`config.mk`:
```
export PLATFORM = sky130hd
export DESIGN_NAME = sha256_compress_core
export DESIGN_NICKNAME = d
export VERILOG_FILES = /design/src/rtl/sha256_pkg.sv /design/src/rtl/sha256_compress_core_round.sv /design/src/rtl/sha256_compress_core.sv
export SDC_FILE = /design/constraint.sdc
export NUM_CORES = 2
export LEC_CHECK = 0
export CORE_MARGIN = 8
export CORE_UTILIZATION = 45
export CTS_CLUSTER_DIAMETER = 80
export DETAILED_ROUTE_END_ITERATION = 10
export SYNTH_ARGS = -nofsm -noshare
export SYNTH_HDL_FRONTEND = slang
export SYNTH_SLANG_ARGS = --single-unit
```
`constraint.sdc`:
```
create_clock -name clk -period 19.2 [get_ports clk]
set_input_delay 3.84 -clock clk [delete_from_list [all_inputs] [get_ports clk]]
set_output_delay 3.84 -clock clk [all_outputs]
set_load 0.005 [all_outputs]
```
`src/rtl/sha256_pkg.sv`:
```
// Shared SHA-256 definitions: FSM state type, IV, K round constants and
// the bitwise helper functions used by the compression and schedule stages.
package sha256_pkg;

  typedef enum logic [1:0] {
    S_IDLE  = 2'd0,
    S_ROUND = 2'd1,
    S_FINAL = 2'd2
  } state_e;

  // {H0..H7}, H0 in the top word
  localparam logic [255:0] IV = 256'h6a09e667_bb67ae85_3c6ef372_a54ff53a_510e527f_9b05688c_1f83d9ab_5be0cd19;

  localparam logic [31:0] K_TAB [64] = '{
    32'h428a2f98, 32'h71374491, 32'hb5c0fbcf, 32'he9b5dba5, 32'h3956c25b, 32'h59f111f1, 32'h923f82a4, 32'hab1c5ed5,
    32'hd807aa98, 32'h12835b01, 32'h243185be, 32'h550c7dc3, 32'h72be5d74, 32'h80deb1fe, 32'h9bdc06a7, 32'hc19bf174,
    32'he49b69c1, 32'hefbe4786, 32'h0fc19dc6, 32'h240ca1cc, 32'h2de92c6f, 32'h4a7484aa, 32'h5cb0a9dc, 32'h76f988da,
    32'h983e5152, 32'ha831c66d, 32'hb00327c8, 32'hbf597fc7, 32'hc6e00bf3, 32'hd5a79147, 32'h06ca6351, 32'h14292967,
    32'h27b70a85, 32'h2e1b2138, 32'h4d2c6dfc, 32'h53380d13, 32'h650a7354, 32'h766a0abb, 32'h81c2c92e, 32'h92722c85,
    32'ha2bfe8a1, 32'ha81a664b, 32'hc24b8b70, 32'hc76c51a3, 32'hd192e819, 32'hd6990624, 32'hf40e3585, 32'h106aa070,
    32'h19a4c116, 32'h1e376c08, 32'h2748774c, 32'h34b0bcb5, 32'h391c0cb3, 32'h4ed8aa4a, 32'h5b9cca4f, 32'h682e6ff3,
    32'h748f82ee, 32'h78a5636f, 32'h84c87814, 32'h8cc70208, 32'h90befffa, 32'ha4506ceb, 32'hbef9a3f7, 32'hc67178f2
  };

  function automatic logic [31:0] k_const(input logic [5:0] t);
    return K_TAB[t];
  endfunction

  function automatic logic [31:0] rotr(input logic [31:0] x, input int unsigned n);
    return (x >> n) | (x << (32 - n));
  endfunction

  function automatic logic [31:0] ch(input logic [31:0] x, y, z);
    return (x & y) ^ (~x & z);
  endfunction

  function automatic logic [31:0] maj(input logic [31:0] x, y, z);
    return (x & y) ^ (x & z) ^ (y & z);
  endfunction

  function automatic logic [31:0] ep0(input logic [31:0] x);
    return rotr(x, 2) ^ rotr(x, 13) ^ rotr(x, 22);
  endfunction

  function automatic logic [31:0] ep1(input logic [31:0] x);
    return rotr(x, 6) ^ rotr(x, 11) ^ rotr(x, 25);
  endfunction

  function automatic logic [31:0] sig0(input logic [31:0] x);
    return rotr(x, 7) ^ rotr(x, 18) ^ (x >> 3);
  endfunction

  function automatic logic [31:0] sig1(input logic [31:0] x);
    return rotr(x, 17) ^ rotr(x, 19) ^ (x >> 10);
  endfunction

endpackage

```
`src/rtl/sha256_compress_core_round.sv`:
```
// One combinational SHA-256 compression round.
// Ports: a_i..h_i working variables, k_i round constant, w_i schedule word;
//        a_o..h_o working variables after the round.
module sha256_round
  import sha256_pkg::*;
(
  input  logic [31:0] a_i, b_i, c_i, d_i, e_i, f_i, g_i, h_i,
  input  logic [31:0] k_i,
  input  logic [31:0] w_i,
  output logic [31:0] a_o, b_o, c_o, d_o, e_o, f_o, g_o, h_o
);

  logic [31:0] t1, t2;

  always_comb begin
    t1  = h_i + ep1(e_i) + ch(e_i, f_i, g_i) + k_i + w_i;
    t2  = ep0(a_i) + maj(a_i, b_i, c_i);
    a_o = t1 + t2;
    b_o = a_i;
    c_o = b_i;
    d_o = c_i;
    e_o = d_i + t1;
    f_o = e_i;
    g_o = f_i;
    h_o = g_i;
  end

endmodule

```
`src/rtl/sha256_compress_core.sv`:
```
// SHA-256 compression core: consumes W[0..ROUNDS-1] over a valid/ready
// handshake, runs the rounds on a..h and folds the result into H0..H7.
// Ports: clk/rst (sync, active-high); start/use_iv/abort control;
//        w_valid/w_data/w_ready schedule-word input; busy/done/digest_valid
//        status; digest {H0..H7}; round_idx current round for debug.
module sha256_compress_core
  import sha256_pkg::*;
#(
  parameter int ROUNDS = 64,
  parameter int CNT_W  = 6
) (
  input  logic             clk,
  input  logic             rst,
  input  logic             start,
  input  logic             use_iv,
  input  logic             abort,
  input  logic             w_valid,
  input  logic [31:0]      w_data,
  output logic             w_ready,
  output logic             busy,
  output logic             done,
  output logic             digest_valid,
  output logic [255:0]     digest,
  output logic [CNT_W-1:0] round_idx
);

  state_e             state_q, state_d;
  logic [255:0]       hs_q, hs_d;   // {H0..H7}
  logic [255:0]       wv_q, wv_d;   // {a..h}
  logic [CNT_W-1:0]   t_q, t_d;
  logic               done_q, done_d;
  logic               dv_q, dv_d;
  logic [255:0]       rnd_next;
  logic               last_word;

  sha256_round u_round (
    .a_i (wv_q[255:224]), .b_i (wv_q[223:192]), .c_i (wv_q[191:160]), .d_i (wv_q[159:128]),
    .e_i (wv_q[127:96]),  .f_i (wv_q[95:64]),   .g_i (wv_q[63:32]),   .h_i (wv_q[31:0]),
    .k_i (k_const(6'(t_q))),
    .w_i (w_data),
    .a_o (rnd_next[255:224]), .b_o (rnd_next[223:192]), .c_o (rnd_next[191:160]), .d_o (rnd_next[159:128]),
    .e_o (rnd_next[127:96]),  .f_o (rnd_next[95:64]),   .g_o (rnd_next[63:32]),   .h_o (rnd_next[31:0])
  );

  assign last_word = (t_q == CNT_W'(ROUNDS - 1));

  // State register
  always_ff @(posedge clk) begin
    if (rst) state_q <= S_IDLE;
    else     state_q <= state_d;
  end

  // Next-state logic; abort overrides every transition
  always_comb begin
    state_d = state_q;
    if (abort) begin
      state_d = S_IDLE;
    end else begin
      unique case (state_q)
        S_IDLE:  if (start) state_d = S_ROUND;
        S_ROUND: if (w_valid && last_word) state_d = S_FINAL;
        S_FINAL: state_d = S_IDLE;
        default: state_d = S_IDLE;
      endcase
    end
  end

  // Outputs decoded from state
  always_comb begin
    w_ready = (state_q == S_ROUND);
    busy    = (state_q == S_ROUND) || (state_q == S_FINAL);
  end

  // Datapath next-state
  always_comb begin
    hs_d   = hs_q;
    wv_d   = wv_q;
    t_d    = t_q;
    done_d = 1'b0;
    dv_d   = dv_q;
    if (abort) begin
      t_d  = '0;
      dv_d = 1'b0;
    end else begin
      unique case (state_q)
        S_IDLE: begin
          if (start) begin
            if (use_iv) begin
              hs_d = IV;
              wv_d = IV;
            end else begin
              wv_d = hs_q;
            end
            t_d  = '0;
            dv_d = 1'b0;
          end
        end
        S_ROUND: begin
          if (w_valid) begin
            wv_d = rnd_next;
            t_d  = t_q + CNT_W'(1);
          end
        end
        S_FINAL: begin
          for (int unsigned i = 0; i < 8; i++) begin
            hs_d[32*i +: 32] = hs_q[32*i +: 32] + wv_q[32*i +: 32];
          end
          done_d = 1'b1;
          dv_d   = 1'b1;
        end
        default: ;
      endcase
    end
  end

  always_ff @(posedge clk) begin
    if (rst) begin
      hs_q   <= IV;
      wv_q   <= '0;
      t_q    <= '0;
      done_q <= 1'b0;
      dv_q   <= 1'b0;
    end else begin
      hs_q   <= hs_d;
      wv_q   <= wv_d;
      t_q    <= t_d;
      done_q <= done_d;
      dv_q   <= dv_d;
    end
  end

  assign done         = done_q;
  assign digest_valid = dv_q;
  assign digest       = hs_q;
  assign round_idx    = t_q;

endmodule

```
* After elaboration in Yosys (flattened, before gate mapping) *
Memory sizes are Yosys's and may differ from the RTL's.
Cells that the tools add are included.

word-level totals
  register bits = 522
  memory bits (read-only) = 2048
  bits of input ports = 38
  output and inout bits = 266
  word-level logic and storage cells = 78
  memories = 1

cells by class
  add/sub/neg operators = 16
  magnitude comparators = 1
  eq/ne operators = 6
  mux-type cells = 16
  bitwise logic cells = 21
  reductions and logical operators = 11

memory list
  name             depth  bits a word  read ports  clocked after Yosys merged registers in  write ports  RTL line          RTL
  (no name shown)  64     32           1           0                                        0            sha256_pkg.sv:26  return K_TAB[t];

operators by type and width
  cell                                           count
  case mux 256 bit (2 select lines)              2
  two-way mux 256 bit                            3
  adder 32 bit                                   15
  XOR 32 bit                                     7
  bitwise AND 32 bit                             5
  two-way mux 32 bit                             2
  NOT 32 bit                                     1
  bitwise OR 10 x 32 -> 32 bit                   1
  bitwise OR 19 x 32 -> 32 bit                   1
  bitwise OR 21 x 32 -> 32 bit                   1
  bitwise OR 26 x 32 -> 32 bit                   1
  bitwise OR 30 x 32 -> 32 bit                   1
  bitwise OR 7 x 32 -> 32 bit                    1
  two-way mux 6 bit                              2
  case mux 6 bit (2 select lines)                1
  >= comparator 7 bit (second input constant)    1
  NOT 6 -> 7 bit                                 1
  adder 6 x 1 -> 6 bit (second input constant)   1
  == test 6 bit (second input constant)          1
  AND reduction 3 bit                            2
  two-way mux 2 bit                              2
  inequality test 2 bit (second input constant)  2
  case mux 2 bit (2 select lines)                1
  AND reduction 2 bit                            2
  other kinds (12)                               14

* Logic depth before layout (Yosys ltp) *
  depth in word-level cells = 10
  gate-level depth with buffers = 37
  mapped depth without buffers = 35

* Hierarchy *
A second synthesis with hierarchy kept.

unflattened totals
  cells, all modules = 5890
  area total of the unflattened synthesis = 46708.5 um2

by module, submodules not included
  module                times used  cells each  area an instance (um2)
  sha256_compress_core  1           4605        35893.2
  sha256_round          1           1285        10815.4

* Worst setup path before layout *
OpenSTA, ideal clock, no wires.

  kind = input -> register
  from = input port w_data[2]
  to = register wv_q[251]
  setup time = 0.060 ns
  data arrival time = 10.423 ns
  setup slack = 8.718 ns
  stages = 31
  path buffers = 0
  cell sequence = inv_1 -> fa_1 -> inv_1 -> fa_1 -> inv_1 -> fa_1 -> inv_1 -> ha_1 -> a21o_1 -> a21oi_1 -> nor2_1 -> o31a_1 -> a41o_1 -> o41ai_1 -> a21oi_1 -> a21o_1 -> a21oi_1 -> xnor2_1 -> fa_1 -> ha_1 -> a21o_1 -> a21o_1 -> a21o_1 -> a21o_1 -> a21oi_1 -> o21ai_2 -> a221o_1 -> a21oi_1 -> xnor2_1 -> a2111oi_0 -> a31o_1

on the way
  cells in the longest elaborated chain, start to end = 4

RTL lines
  item                               RTL line                          RTL
  start, declared                    sha256_compress_core.sv:18        input logic [31:0] w_data,
  adder 32 bit                       sha256_compress_core_round.sv:16  t1 = h_i + ep1(e_i) + ch(e_i, f_i, g_i) + k_i + w_i;
  adder 32 bit                       sha256_compress_core_round.sv:18  a_o = t1 + t2;
  two-way mux 256 bit                sha256_compress_core.sv:99        if (w_valid) begin
  case mux 256 bit (2 select lines)  sha256_compress_core.sv:85        unique case (state_q)
  end signal, assigned               sha256_compress_core.sv:125       wv_q <= wv_d;
  end, declared                      sha256_compress_core.sv:29        logic [255:0] wv_q, wv_d;

Every way passes these cells. The select of a mux whose other input is x is not followed.
A chain may end at the register's enable or synchronous reset.

* Worst setup path after layout *
  from = input port w_data[2]
  to = register wv_q[254]

The elaborated chain is that of the path after synthesis.

==> impl_metrics.json <==
{
  "drt-total-wl_microns": 195000,
  "insertion_delay_ns": 0.65,
  "worst_slew_pin_slew_ns": 1.08,
  "yosysSeqAreaShare_pct": 23.6,
  "drtIter0Drc": 4470,
  "port_buffers": 303,
  "clock_sinks": 522,
  "antenna_found_initial": 1,
  "fill_cells": 9563,
  "grt_usage_pct": 34.6,
  "synth-async-reset-ratio_pct": 0,
  "boundaryPins": 304,
  "yosys_warnings": 0,
  "synth_top_area_cell": "dfxtp_1",
  "final.min_clock_period_ns": 11.22,
  "post_drt_via_cell_ratio": 6.32,
  "dp_hpwl_microns": 143000,
  "areaGrowthSynthToFinish_pct": 13.7,
  "drc_errors": 0,
  "drtAntennaViolNets": 0,
  "core-area_sq_um": 98000,
  "synth_cell_types": 91,
  "ys_top_cells_by_area": "dfxtp_1 (24%), ha_1 (10%), fa_1 (6.0%)",
  "pwr-share-seq_pct": 15.2,
  "cts_buffers": 66,
  "syn_inst": 5678,
  "worstPathRequired_ns": 19.74,
  "place.gp.congestion": 0.983,
  "clockBufferDepth": 3,
  "synth_edf_count": 0,
  "ctsHoldBuffers": 0,
  "pwr_density_cell_nw_per_um2": 166,
  "ys.flop_type": "dfxtp_1",
  "rsz0062_at_grt": "no",
  "synth.most_common_cell": "dfxtp_1",
  "die_w_microns": 330,
  "setup_tns_ns": 0,
  "rows": 115,
  "power_mw": 8.34,
  "cts_max_level": 3,
  "syn_area_sq_um": 44300,
  "period_share_pct": 58.4,
  "synth_fp_nets": 6220,
  "pwr-share-clk_pct": 15.3,
  "finClkSkew_ns": 0.0259,
  "synth.top_cells.by_count": "dfxtp_1 (522), a21oi_1 (512), nand2_1 (491)",
  "grt_overflow": 0,
  "finalInstanceArea_sq_um": 50400,
  "fmax_ghz": 0.0891,
  "start_util_pct": 45.2,
  "cp.arrival_ns": 11.76,
  "layout.area.seq_sq_um": 10500,
  "drv_cap": 0,
  "drt-wirelength-per-cell_microns": 27.6,
  "nNetsFinal": 6298,
  "cts_setup_buffers": 0,
  "drv_slew": 0,
  "p_sw_mw": 4.30,
  "leakagePower_nw": 21.2,
  "setup.worst_path.end_class": "flop",
  "setup_violations": 0,
  "vias": 44805,
  "synth_top_area_share_pct": 23.6,
  "synth_seq_cells": 522,
  "path_clk_slew_ns": 0.06,
  "ir_drop_uv": 216,
  "cts_resized": 0,
  "grt_pass1_wl_microns": 285000,
  "grt_pass1_vias": 41965,
  "fp.dieH_microns": 330,
  "p_int_mw": 4.04,
  "hp-class": "reg2reg",
  "cts_root_buf": "clkbuf_16",
  "layout-drive-gt1-share_pct": 5.00,
  "start_kind": "input port",
  "cts_tree": "built",
  "swShare_pct": 51.6,
  "critPathKind": "in2reg",
  "dieArea_sq_um": 109000,
  "syn_avg_cell_area_sq_um": 7.81,
  "relSlewSlack_pct": 28.1,
  "comb_power_share_pct": 69.5,
  "first_pass_iters": 6,
  "cp_max_fo": 6,
  "multiInputGateArea_sq_um": 31200,
  "dpl_cell_area_sq_um": 48300,
  "grt_max_degree": 79,
  "hold_violations": 0,
  "status": "completed"
}
[worst paths after layout]
| path | slack [ns] | from | endpoint | cells past startpoint |
|---|---|---|---|---|
| max | 7.98 | w_data[2] | wv_q[254] | 28 |
| min | 0.46 | wv_q[108] | wv_q[108] | 2 |
| max reg2reg | 9.45 | round_idx[0] | wv_q[254] | 30 |
| min reg2reg | 0.46 | wv_q[108] | wv_q[108] | 2 |
[registers in the layout, summed over array words and instances, names as in the netlist]
register,cells
round_idx,6
digest,256
state_q,2
wv_q,256
done,1
digest_valid,1
[routing by layer]
| metal | vias to the layer above | part of all wire [%] | track usage (%) |
|---|---|---|---|
| met3 | 514 | 8.5 | 5.85 |
| met5 | - | 0 | 0 |
| met1 | 21494 | 41 | 45.3 |
| li1 | 20511 | - | - |
| met4 | 0 | 6.9 | 20.3 |
| met2 | 2286 | 44 | 53.5 |
[metrics by stage]
step           setup WS (ns)  cells  util, %  hold WS [ns]
6_report                7.98   7088     51.4         0.459
2_1_floorplan           8.72   5678        -         0.449
4_1_cts                 8.10   7087     51.4         0.458
3_3_place_gp            7.44   6975     49.3         0.441
3_5_place_dp            7.46   6975     49.3         0.450
5_1_grt                 7.33   7087     51.4         0.497
[power groups by stage]
stage | sequential [mW] | combinational (mW) | clock, mW
finish | 1.27 | 5.79 | 1.28
global route | 1.26 | 6.25 | 1.33
CTS | 1.26 | 5.64 | 1.29
detailed placement | 1.28 | 5.59 | 0
global placement | 1.28 | 5.58 | 0
floorplan | 1.19 | 3.99 | 0
[logic make-up after synthesis]
| logic type | synth area share (%) |
|---|---|
| adder cells (fa/ha/maj) | 17.0 |
| XOR/XNOR | 8.23 |
| AO/OA/AOI/OAI | 26.9 |
| flip-flops | 23.6 |
| multiplexers | 1.35 |
| buffers and inverters | 6.17 |
| AND/OR/NAND/NOR | 16.8 |
[final cells by class]
cell class | instances | area share, %
Multi-Input combinational cell | 4428 | 61.9
Clock buffer | 94 | 3.77
Antenna cell | 1 | 0.00496
Clock inverter | 18 | 0.449
Inverter | 352 | 2.64
Sequential cell | 522 | 20.7
Tap cell | 1287 | 3.19
Timing Repair Buffer | 386 | 7.26
[critical path, cell delays in order]
cell,delay (ns)
clkdlybuf4s50_1,0.45
inv_1,0.09
fa_1,0.54
inv_1,0.05
fa_1,0.48
inv_1,0.05
fa_1,0.52
inv_1,0.06
ha_1,0.27
a21o_1,0.17
a21oi_1,0.21
nor2_1,0.08
o31a_1,0.27
a41o_1,0.28
o41ai_1,0.42
a21oi_1,0.28
xor2_1,0.31
inv_1,0.11
fa_1,0.54
inv_1,0.05
ha_1,0.32
nand3_1,0.12
o41ai_1,0.81
a31oi_1,0.32
o21ai_1,0.40
a221oi_1,0.18
xor2_1,0.17
a2111oi_1,0.36
[cell usage in the layout (no fill, tap or decap), drive strengths merged, types with 133 or more instances in the layout]
cell and instances:
dfxtp 522, a21oi 513, nand2 491, nor2 450, ha 371, inv 356
o21ai 315, clkdlybuf4s50 301, xnor2 281, a21o 171, nor3 164, a211oi 161
o211ai 133, fa 133
Note: power is estimated with default switching activity, not from simulation.
